===== src/rtl/crt_pkg.sv =====
// ---------------------------------------------------------------------------
// crt_pkg
// Shared definitions for the CRT pixel fetch path.
//   S_FLUSH / S_LOAD / S_FETCH : pixel fetch FSM state encodings
//   BUS_DW                     : framebuffer bus / pixel data width
// ---------------------------------------------------------------------------
package crt_pkg;

   localparam logic [1:0] S_FLUSH = 2'd0;
   localparam logic [1:0] S_LOAD  = 2'd1;
   localparam logic [1:0] S_FETCH = 2'd2;

   localparam int unsigned BUS_DW = 32;

endpackage


===== src/rtl/crt_pixfifo.sv =====
// ---------------------------------------------------------------------------
// crt_pixfifo
// Synchronous pixel FIFO, DEPTH entries of DW bits. The head word is shown
// combinationally on rdata; pop advances it.
//   clk, reset_n : clock, asynchronous active-low reset
//   flush        : synchronous clear of pointers and count (wins over push/pop)
//   push, wdata  : write one word (ignored while full)
//   pop, rdata   : advance head (ignored while empty), head data
//   full, empty  : status
//   count        : number of stored words, 0..DEPTH
// DEPTH must be a power of 2 (minimum 4) so the pointers wrap naturally.
// ---------------------------------------------------------------------------
module crt_pixfifo
   import crt_pkg::*;
#(
   parameter int unsigned DEPTH = 16,
   parameter int unsigned DW    = BUS_DW
) (
   input  logic                       clk,
   input  logic                       reset_n,
   input  logic                       flush,
   input  logic                       push,
   input  logic [DW-1:0]              wdata,
   input  logic                       pop,
   output logic [DW-1:0]              rdata,
   output logic                       full,
   output logic                       empty,
   output logic [$clog2(DEPTH):0]     count
);

   localparam int unsigned AW = $clog2(DEPTH);
   localparam logic [AW:0]   CNT_DEPTH = (AW+1)'(DEPTH);
   localparam logic [AW:0]   CNT_ONE   = (AW+1)'(1);
   localparam logic [AW-1:0] PTR_ONE   = AW'(1);

   logic [DW-1:0] mem [DEPTH];
   logic [AW-1:0] wr_ptr;
   logic [AW-1:0] rd_ptr;
   logic          do_push;
   logic          do_pop;

   assign full    = (count == CNT_DEPTH);
   assign empty   = (count == '0);
   assign do_push = push && !full && !flush;
   assign do_pop  = pop && !empty && !flush;
   assign rdata   = mem[rd_ptr];

   always_ff @(posedge clk) begin
      if (do_push) begin
         mem[wr_ptr] <= wdata;
      end
   end

   always_ff @(posedge clk or negedge reset_n) begin
      if (!reset_n) begin
         wr_ptr <= '0;
         rd_ptr <= '0;
         count  <= '0;
      end else if (flush) begin
         wr_ptr <= '0;
         rd_ptr <= '0;
         count  <= '0;
      end else begin
         if (do_push) begin
            wr_ptr <= wr_ptr + PTR_ONE;
         end
         if (do_pop) begin
            rd_ptr <= rd_ptr + PTR_ONE;
         end
         // simultaneous push and pop leaves count unchanged
         case ({do_push, do_pop})
            2'b10:   count <= count + CNT_ONE;
            2'b01:   count <= count - CNT_ONE;
            default: count <= count;
         endcase
      end
   end

endmodule


===== src/rtl/crt_pixfetch.sv =====
// ---------------------------------------------------------------------------
// crt_pixfetch
// Pixel fetch and return path for the CRT controller. Prefetches framebuffer
// words over a request/acknowledge bus into a FIFO and delivers one pixel per
// clock during active video. Underflow is flagged, never stalls timing.
//   clk, reset_n   : clock, asynchronous active-low reset
//   pixaddr        : next line start address from crt (valid while ven=0)
//   ven            : video enable, high = active pixel this cycle
//   breq, baddr    : bus read request and byte address
//   back, bdata    : read acknowledge and same-cycle read data
//   qpixel, qvalid : registered pixel output and "fetched data" flag
//   underrun       : sticky, pixel requested from an empty FIFO
//   underrun_clr   : synchronous clear of underrun (wins over set)
// ---------------------------------------------------------------------------
module crt_pixfetch
   import crt_pkg::*;
#(
   parameter int unsigned        ADDR_SIZE   = 32,
   parameter int unsigned        DEPTH       = 16,
   parameter int unsigned        PIXEL_BYTES = 4,
   parameter logic [BUS_DW-1:0]  BLANK_PIXEL = 32'h00000000
) (
   input  logic                  clk,
   input  logic                  reset_n,
   input  logic [ADDR_SIZE-1:0]  pixaddr,
   input  logic                  ven,
   output logic                  breq,
   output logic [ADDR_SIZE-1:0]  baddr,
   input  logic                  back,
   input  logic [BUS_DW-1:0]     bdata,
   output logic [BUS_DW-1:0]     qpixel,
   output logic                  qvalid,
   output logic                  underrun,
   input  logic                  underrun_clr
);

   localparam int unsigned    AW        = $clog2(DEPTH);
   localparam logic [AW:0]    CNT_DEPTH = (AW+1)'(DEPTH);
   localparam logic [ADDR_SIZE-1:0] ADDR_INC = ADDR_SIZE'(PIXEL_BYTES);

   logic [1:0]           state;
   logic [1:0]           state_nxt;
   logic [ADDR_SIZE-1:0] fetch_addr;
   logic                 ven_d;

   logic                 fifo_flush;
   logic                 fifo_push;
   logic                 fifo_pop;
   logic [BUS_DW-1:0]    fifo_rdata;
   logic                 fifo_full;
   logic                 fifo_empty;
   logic [AW:0]          fifo_count;
   logic                 pix_avail;

   // Request is combinational so it withdraws in the same cycle the FIFO
   // fills or the FSM leaves S_FETCH; an ack can never complete a dropped
   // request.
   assign breq       = (state == S_FETCH) && (fifo_count < CNT_DEPTH);
   assign baddr      = fetch_addr;
   assign fifo_flush = (state == S_FLUSH);
   assign fifo_push  = breq && back && !fifo_full;

   // Contents are being discarded during S_FLUSH, so treat the FIFO as empty.
   assign pix_avail  = !fifo_empty && (state != S_FLUSH);
   assign fifo_pop   = ven && pix_avail;

   crt_pixfifo #(
      .DEPTH (DEPTH),
      .DW    (BUS_DW)
   ) u_fifo (
      .clk     (clk),
      .reset_n (reset_n),
      .flush   (fifo_flush),
      .push    (fifo_push),
      .wdata   (bdata),
      .pop     (fifo_pop),
      .rdata   (fifo_rdata),
      .full    (fifo_full),
      .empty   (fifo_empty),
      .count   (fifo_count)
   );

   always_comb begin
      state_nxt = state;
      case (state)
         S_FLUSH: state_nxt = S_LOAD;
         S_LOAD:  if (!ven) state_nxt = S_FETCH;
         S_FETCH: if (ven_d && !ven) state_nxt = S_FLUSH;
         default: state_nxt = S_FLUSH;
      endcase
   end

   always_ff @(posedge clk or negedge reset_n) begin
      if (!reset_n) begin
         state      <= S_FLUSH;
         fetch_addr <= '0;
         ven_d      <= 1'b0;
      end else begin
         state <= state_nxt;
         ven_d <= ven;
         if (state == S_LOAD && !ven) begin
            fetch_addr <= pixaddr;
         end else if (fifo_push) begin
            fetch_addr <= fetch_addr + ADDR_INC;
         end
      end
   end

   always_ff @(posedge clk or negedge reset_n) begin
      if (!reset_n) begin
         qpixel   <= BLANK_PIXEL;
         qvalid   <= 1'b0;
         underrun <= 1'b0;
      end else begin
         if (fifo_pop) begin
            qpixel <= fifo_rdata;
            qvalid <= 1'b1;
         end else begin
            qpixel <= BLANK_PIXEL;
            qvalid <= 1'b0;
         end
         if (underrun_clr) begin
            underrun <= 1'b0;
         end else if (ven && !pix_avail) begin
            underrun <= 1'b1;
         end
      end
   end

endmodule

===== config.mk =====
export PLATFORM = sky130hd
export DESIGN_NAME = crt_pixfetch
export DESIGN_NICKNAME = d
export VERILOG_FILES = /design/src/rtl/crt_pkg.sv /design/src/rtl/crt_pixfifo.sv /design/src/rtl/crt_pixfetch.sv
export SDC_FILE = /design/constraint.sdc
export NUM_CORES = 1
export LEC_CHECK = 0
export ABC_CLOCK_PERIOD_IN_PS = 6800
export BUFFER_PORTS_ARGS = -buffer_cell sky130_fd_sc_hd__buf_2
export CAP_MARGIN = 40
export CORE_ASPECT_RATIO = 0.75
export CORE_MARGIN = 8
export CORE_UTILIZATION = 35
export CTS_CLUSTER_DIAMETER = 50
export DETAILED_ROUTE_END_ITERATION = 10
export GPL_ROUTABILITY_DRIVEN = 0
export RECOVER_POWER = 50
export SYNTH_ARGS = -nofsm -noshare
export SYNTH_HDL_FRONTEND = slang
export SYNTH_SLANG_ARGS = --single-unit
export TNS_END_PERCENT = 30

===== constraint.sdc =====
create_clock -name clk -period 6.8 [get_ports clk]
set_clock_uncertainty 0.2 [all_clocks]
set_input_delay 0.34 -clock clk [delete_from_list [all_inputs] [get_ports clk]]
set_output_delay 0.34 -clock clk [all_outputs]
set_load 0.01 [all_outputs]

==> results of run 1 <==
layer usage:
metal | part of all wire [%] | wire [um]
met1 | 44 | 23900
met5 | 0.024 | 13
met2 | 48 | 26200
met3 | 4.8 | 2580
met4 | 2.5 | 1330
power by group:
part           internal, mW  total (mW)  switching [mW]
clock network          2.14        3.57            1.43
logic                  1.15        2.16            1.01
registers              4.19        4.51           0.319
path summary, 6_finish.rpt:
kind                                           endpoint  cells past startpoint                   startpoint
hold reg to reg                    baddr[0]$_DFFE_PN0P_                      1         baddr[0]$_DFFE_PN0P_
setup / recovery                  baddr[23]$_DFFE_PN0P_                      6  u_fifo.count[4]$_DFFE_PN0P_
setup reg to reg                  baddr[23]$_DFFE_PN0P_                      6  u_fifo.count[4]$_DFFE_PN0P_
hold / removal              u_fifo.count[3]$_DFFE_PN0P_                      6                         back
max in group asynchronous  u_fifo.rd_ptr[1]$_DFFE_PN0P_                      4                      reset_n
min in group asynchronous           qpixel[1]$_DFF_PN0_                      2                      reset_n
stage by stage:
| stage | std cells | hold slack, ps | total power, mW |
|---|---|---|---|
| after floorplan | 1094 | -156 | 6.08 |
| after global placement | 2077 | 151 | 6.73 |
| after detailed placement | 2080 | 153 | 6.78 |
| after CTS | 2267 | 144 | 10.4 |
| after global routing | 2270 | 308 | 10.7 |
| final | 2271 | 273 | 10.2 |
flip-flops by register name, summed over array words and instances, names as in the netlist:
name and cells:
u_fifo.wr_ptr 4, qpixel 32, u_fifo.mem 512, ven_d 1, underrun 1, state 2
qvalid 1, u_fifo.count 5, u_fifo.rd_ptr 4, baddr 32
worst max-delay path, delay by kind of cell, from the launching register on:
kind / cells / cell delay [ps]
XOR/XNOR: 1 / 160
flip-flops: 1 / 480
buffers and inverters: 1 / 680
AO/OA/AOI/OAI: 1 / 90
AND/OR/NAND/NOR: 3 / 1580
logic make-up (layout without fill, tap and decap cells):
kind of cell / count (synthesis) / in the layout / synth area share, %
compound gates: 48 / 48 / 1.15
flops: 594 / 594 / 75.5
xor+xnor: 37 / 37 / 1.40
fa+ha+maj: 8 / 8 / 0.434
mux: 168 / 168 / 16.0
buf+inv: 67 / 369 / 1.49
other cells: 0 / 4 / 0
simple gates: 172 / 172 / 4.07
synthesized netlist by cell type (6+ instances only):
master    number
a21oi_1        7
and2_1        37
and3_1        11
buf_1          6
buf_2          8
buf_6         11
clkbuf_1      29
dfrtp_1       82
edfxtp_1     512
ha_1           8
inv_1         13
mux4_2       160
nand2_1       41
nand3_1        9
nand4_1        6
nor2_1        26
nor3_1        15
nor4_2         6
o21ai_0       21
o21ai_1       12
xnor2_1       28
xor2_1         9
cell usage in the layout, fill, tap and decap left out, drive strengths merged, types with 2 or more instances in the layout:
cell	count
nor2	26
mux2	3
ha	8
a21oi	7
mux2i	5
nor3	15
clkbuf	153
inv	19
or2	2
diode	4
nand4	7
and2	37
xor2	9
o21ai	33
nand2b	4
mux4	160
bufinv	6
xnor2	28
dlygate4sd3	68
and4	3
nand2	41
dfrtp	82
clkinvlp	4
nand3	9
clkinv	15
buf	104
edfxtp	512
nor4	9
and3	11
a311oi	2
or3	3
what timing repair did:
item | 4_1_cts | 5_1_grt
buffers inserted | 0 | 0
endpoints found under the hold margin | 584 | 0
hold buffers | 68 | 0
gates resized for setup | 0 | 0
area by class of cell:
cell class	instances	area share, %
clock buffers	88	6.62
clock inverters	31	1.24
multi-input cells	433	19.5
diodes	4	0.0361
inverters	13	0.176
repair buffers	237	5.68
flip-flops and latches	594	62.8
well taps	871	3.93
==> results.yml, run 1 <==
sta:
  setup_violations: 0
  finalCritPeriodShare_pct: 48.9
  final.setup.worst_slack_ps: 3470
  worstMarginPinSlew_ps: 2240
  clock.fmax_mhz: 301
  setup_tns_ps: 0
  fin_crit_ps: 3330
  rsz0062_at_grt: "false"
  slew_headroom_pct: -49.6
  drv_slew: 26
  hold_violations: 0
power_and_ir_drop:
  peakVddDrop_mv: 0.223
  p_per_area_nw_per_um2: 369
  leakagePower_nw: 9.08
floorplanning:
  core_sq_um: 65300
  io_pins: 136
  die_area_sq_um: 74500
  start_util_pct: 35.4
  die-height_um: 238
  fp.dieW_um: 313
  rows: 81
synth:
  synthArstFlopShare_pct: 13.8
  avgSynthCellArea_sq_um: 21.1
  ys_seq_area_share_pct: 75.5
  synth_nets: 1171
  netlist_instances: 1094
  yosysTopAreaCell: "edfxtp_1"
  synthFlopType: "edfxtp_1"
  synth_area_leaders: "edfxtp_1 (67%), mux4_2 (16%), dfrtp_1 (8.9%), xnor2_1 (1.1%), and2_1 (1.0%)"
  synth_top_cell_area_share_pct: 66.6
  synth_cell_type_count: 42
  synth_edf_count: 512
  synthesis.area_sq_um: 23100
  ys_seq_elements: 594
  ys_warn_count: 0
critical_path:
  start_kind: "flop"
  path_cells: "nor4bb_4, clkbuf_1, nand4_1, nor4_1, xnor2_1, o21ai_0"
  required_ps: 7030
  ff2ff_setup_slack_ps: 3470
  cp_slowest_stage_delay_ps: 780
  critPathMaxFanout: 18
  arrival_ps: 3560
  slowest_stage: "nand4_1"
  worstSetupEndpointType: "flop"
  path_class: "reg -> reg"
detailed_routing:
  wl_per_cell_um: 23.8
  ant_nets: 0
  dr.pass1.iters: 5
  drt_iter0_markers: 1079
  via_count: 11400
  drt-vias-per-instance: 5.04
  routed_wl_um: 54000
  drcViolationCount: 0
place:
  pre_cts_slack_ps: 3530
  placed_area_sq_um: 25000
  hpwl_um: 27800
  portBuffers: 135
grt:
  antenna_found_initial: 7
  grt_usage_pct: 14.4
  met3_usage_pct: 2.69
  use_met1_pct: 19.9
  gr-total-overflow: 0
  busiest_layer: "met2"
  grt_pass1_vias: 12200
  grt_pass1_wl_um: 80400
  grt_max_degree: 64
  use_met2_pct: 23.1
layout:
  fin_area_sq_um: 27800
  register_area_sq_um: 17400
  fill_cells: 5659
  multi_input_area_sq_um: 5410
  post-route-util_pct: 42.5
  syn2layout_area_growth_pct: 20.2
  nets: 1423
  layout-drive-gt1-share_pct: 28.8
clock_network:
  htreeDepth: 3
  numCtsBuffers: 67
  path_clk_slew_ps: 60
  clock_sinks: 594
  cts_tree: "done"
  root_buffer: "clkbuf_16"
  max-clock-path-buffers: 3
  insertion_delay_ps: 590
min_path:
  hold_class: "in -> reg"
outcome:
  violations: "capacitance limit, slew limit"
  status: "finished with violations"
job:
  maxCapViolCount: 1
Power figures use the tool's default switching activity.
==> run 2: changes to the inputs <==
--- a/config.mk
+++ b/config.mk
@@ -5,7 +5,8 @@
 export SDC_FILE = /design/constraint.sdc
 export NUM_CORES = 1
 export LEC_CHECK = 0
-export ABC_CLOCK_PERIOD_IN_PS = 6800
+export ABC_AREA = 1
+export ABC_CLOCK_PERIOD_IN_PS = 3320
 export BUFFER_PORTS_ARGS = -buffer_cell sky130_fd_sc_hd__buf_2
 export CAP_MARGIN = 40
 export CORE_ASPECT_RATIO = 0.75
==> constraint.sdc (replaced) <==
create_clock -name clk -period 3.32 [get_ports clk]
set_clock_uncertainty 0.2 [all_clocks]
set_input_delay 0.166 -clock clk [delete_from_list [all_inputs] [get_ports clk]]
set_output_delay 0.166 -clock clk [all_outputs]
set_load 0.01 [all_outputs]
==> results.yml, run 2 <==
outcome:
  status: "complete, no violations"
synth:
  synthFlopType: "edfxtp_1"
  ys_seq_area_share_pct: 71.8
  synth_cell_type_count: 48
  yosysTopAreaCell: "edfxtp_1"
  avgSynthCellArea_sq_um: 12.5
  synthArstFlopShare_pct: 13.8
  ys_seq_elements: 594
  synth_edf_count: 512
  ys_warn_count: 0
  synth_area_leaders: "edfxtp_1 (63%), dfrtp_1 (8.5%), nand2_1 (7.4%), a21oi_1 (4.8%), a221oi_1 (1.7%)"
  synth_top_cell_area_share_pct: 63.4
  yosysMostFrequentCell: "edfxtp_1"
  synth_nets: 2022
  synth_commonest_cells: "edfxtp_1 (512), nand2_1 (481), a21oi_1 (234), nor2_1 (102), dfrtp_1 (82)"
  synthesis.area_sq_um: 24300
  netlist_instances: 1945
critical_path:
  critPathTopFamily: "simple AND/OR/NAND/NOR gates"
  arrival_ps: 2730
  ff2ff_setup_slack_ps: 700
  required_ps: 3430
  cp.buffers_inverters: 3
  cp_slowest_stage_delay_ps: 530
  critPathMaxFanout: 19
  crit_top_cell: "nand2_1"
  path_class: "reg -> reg"
  path_cells: "inv_2, nand2_1, nor2_2, nand2_2, inv_4, nand2_1, nor2_4, buf_12"
  worstSetupEndpointType: "flop"
  slowest_stage: "nor2_4"
  start_kind: "flop"
clock_network:
  root_buffer: "clkbuf_16"
  postCtsSetupBuffers: 0
  htreeDepth: 2
  numCtsBuffers: 60
  cts_resized: 0
  max-clock-path-buffers: 3
  clock_sinks: 594
  cts_tree: "done"
  insertion_delay_ps: 620
  path_clk_slew_ps: 60
layout:
  syn2layout_area_growth_pct: 19.0
  regMostFlops: "u_fifo.mem"
  nets: 2218
  largest_register_ffs: 512
  fin_cells: 3084
  post-route-util_pct: 42.1
  final_cell_mix: "edfxtp_1 (512), nand2_1 (481), a21oi_1 (234)"
  n_antenna_cell: 0
  fill_cells: 6241
  layout-drive-gt1-share_pct: 12.3
  final_common_cell: "edfxtp_1"
place:
  hpwl_um: 37600
  portBuffers: 135
  placed_cells: 2897
  pre_cts_slack_ps: 700
power_and_ir_drop:
  peakVddDrop_mv: 0.435
  switching_share_pct: 34.1
  clockPowerShare_pct: 31.1
  p_int_mw: 14.9
  pwr-share-comb_pct: 28.8
  power.switching_mw: 7.74
  seqPwrFrac_pct: 40.1
  report.power.total_mw: 22.7
  leakagePower_nw: 10.2
  p_per_area_nw_per_um2: 786
floorplanning:
  core_sq_um: 68500
  die_area_sq_um: 78100
  rows: 83
  start_util_pct: 35.4
  die-height_um: 244
  fp.dieW_um: 320
  io_pins: 136
grt:
  antenna_found_initial: 0
  grt_pass1_wl_um: 98300
  gr-total-overflow: 0
  grt_pass1_vias: 16200
  grt_max_degree: 96
  grt_usage_pct: 15.9
sta:
  slew_headroom_pct: 8.36
  final.setup.worst_slack_ps: 697
  setup_tns_ps: 0
  fin_crit_ps: 2620
  rsz0062_at_grt: "false"
  worstMarginPinSlew_ps: 1370
  finalCritPeriodShare_pct: 79.0
  clock.fmax_mhz: 381
  hold_violations: 0
  drv_slew: 0
  setup_violations: 0
detailed_routing:
  via_count: 16400
  wl_per_cell_um: 20.8
  ant_nets: 0
  drt_iter0_markers: 1682
  drt-vias-per-instance: 5.33
  drcViolationCount: 0
  routed_wl_um: 64200
  dr.pass1.iters: 5
min_path:
  hold_class: "in -> reg"
job:
  maxCapViolCount: 0
-- run 2: path summary, 6_finish.rpt --
| check | start | endpoint | depth (start not counted) |
|---|---|---|---|
| max | state[0]$_DFFE_PN0P_ | u_fifo.mem[13][8]$_DFFE_PP_ | 8 |
| min | pixaddr[1] | baddr[1]$_DFFE_PN0P_ | 4 |
| max reg2reg | state[0]$_DFFE_PN0P_ | u_fifo.mem[13][8]$_DFFE_PP_ | 8 |
| min reg2reg | state[0]$_DFFE_PN0P_ | state[0]$_DFFE_PN0P_ | 1 |
| max in group asynchronous | reset_n | u_fifo.rd_ptr[1]$_DFFE_PN0P_ | 4 |
| min in group asynchronous | reset_n | baddr[3]$_DFFE_PN0P_ | 4 |
-- run 2: per-layer routing --
metal | share of wire (%) | GRT usage, %
met1 | 44 | 22.7
met2 | 46 | 25.0
met3 | 7.0 | 2.71
met4 | 2.3 | 4.80
met5 | 0 | 0
-- run 2: final cells by class --
class                   count  area, sq um  share of cell area (%)
multi-input cells        1172         6110                    21.2
flip-flops and latches    594        17400                    60.4
inverters                  58          240                   0.832
well taps                 892         1120                    3.87
clock inverters            37          460                    1.59
clock buffers              76         1590                    5.52
repair buffers            255         1910                    6.62
-- run 2: stage by stage --
step | instance area (sq um) | hold slack (ps)
floorplan | 24300 | -330
global placement | 26200 | 23.8
detailed placement | 26200 | 31.7
CTS | 29000 | 48.8
global route | 28900 | 102
finish | 28900 | 94.0
-- run 2: cell families after synthesis --
logic type      count (synthesis)  share of synthesized area, %
compound gates                450                          11.7
fa+ha+maj                       8                         0.413
buf+inv                       179                          3.48
xor+xnor                       15                         0.542
simple gates                  699                          12.0
flops                         594                          71.8
-- run 2: repair_timing --
item                                    CTS  global route
hold endpoints to repair                639             0
endpoints found under the setup margin    0             0
hold buffers                             74             0
-- run 2: worst min-delay path, cell delays in order --
cell and delay [ps]:
dlygate4sd3_1 520, buf_2 90, nand2_1 40, nand2_1 50
-- run 2: power by group through the flow --
| stage | clock, mW | sequential, mW | combinational [mW] |
|---|---|---|---|
| floorplan | 0 | 9.21 | 4.39 |
| global placement | 0 | 9.23 | 6.34 |
| detailed placement | 0 | 9.24 | 6.47 |
| CTS | 7.18 | 9.09 | 6.60 |
| global route | 7.47 | 9.15 | 7.23 |
| finish | 7.05 | 9.10 | 6.53 |
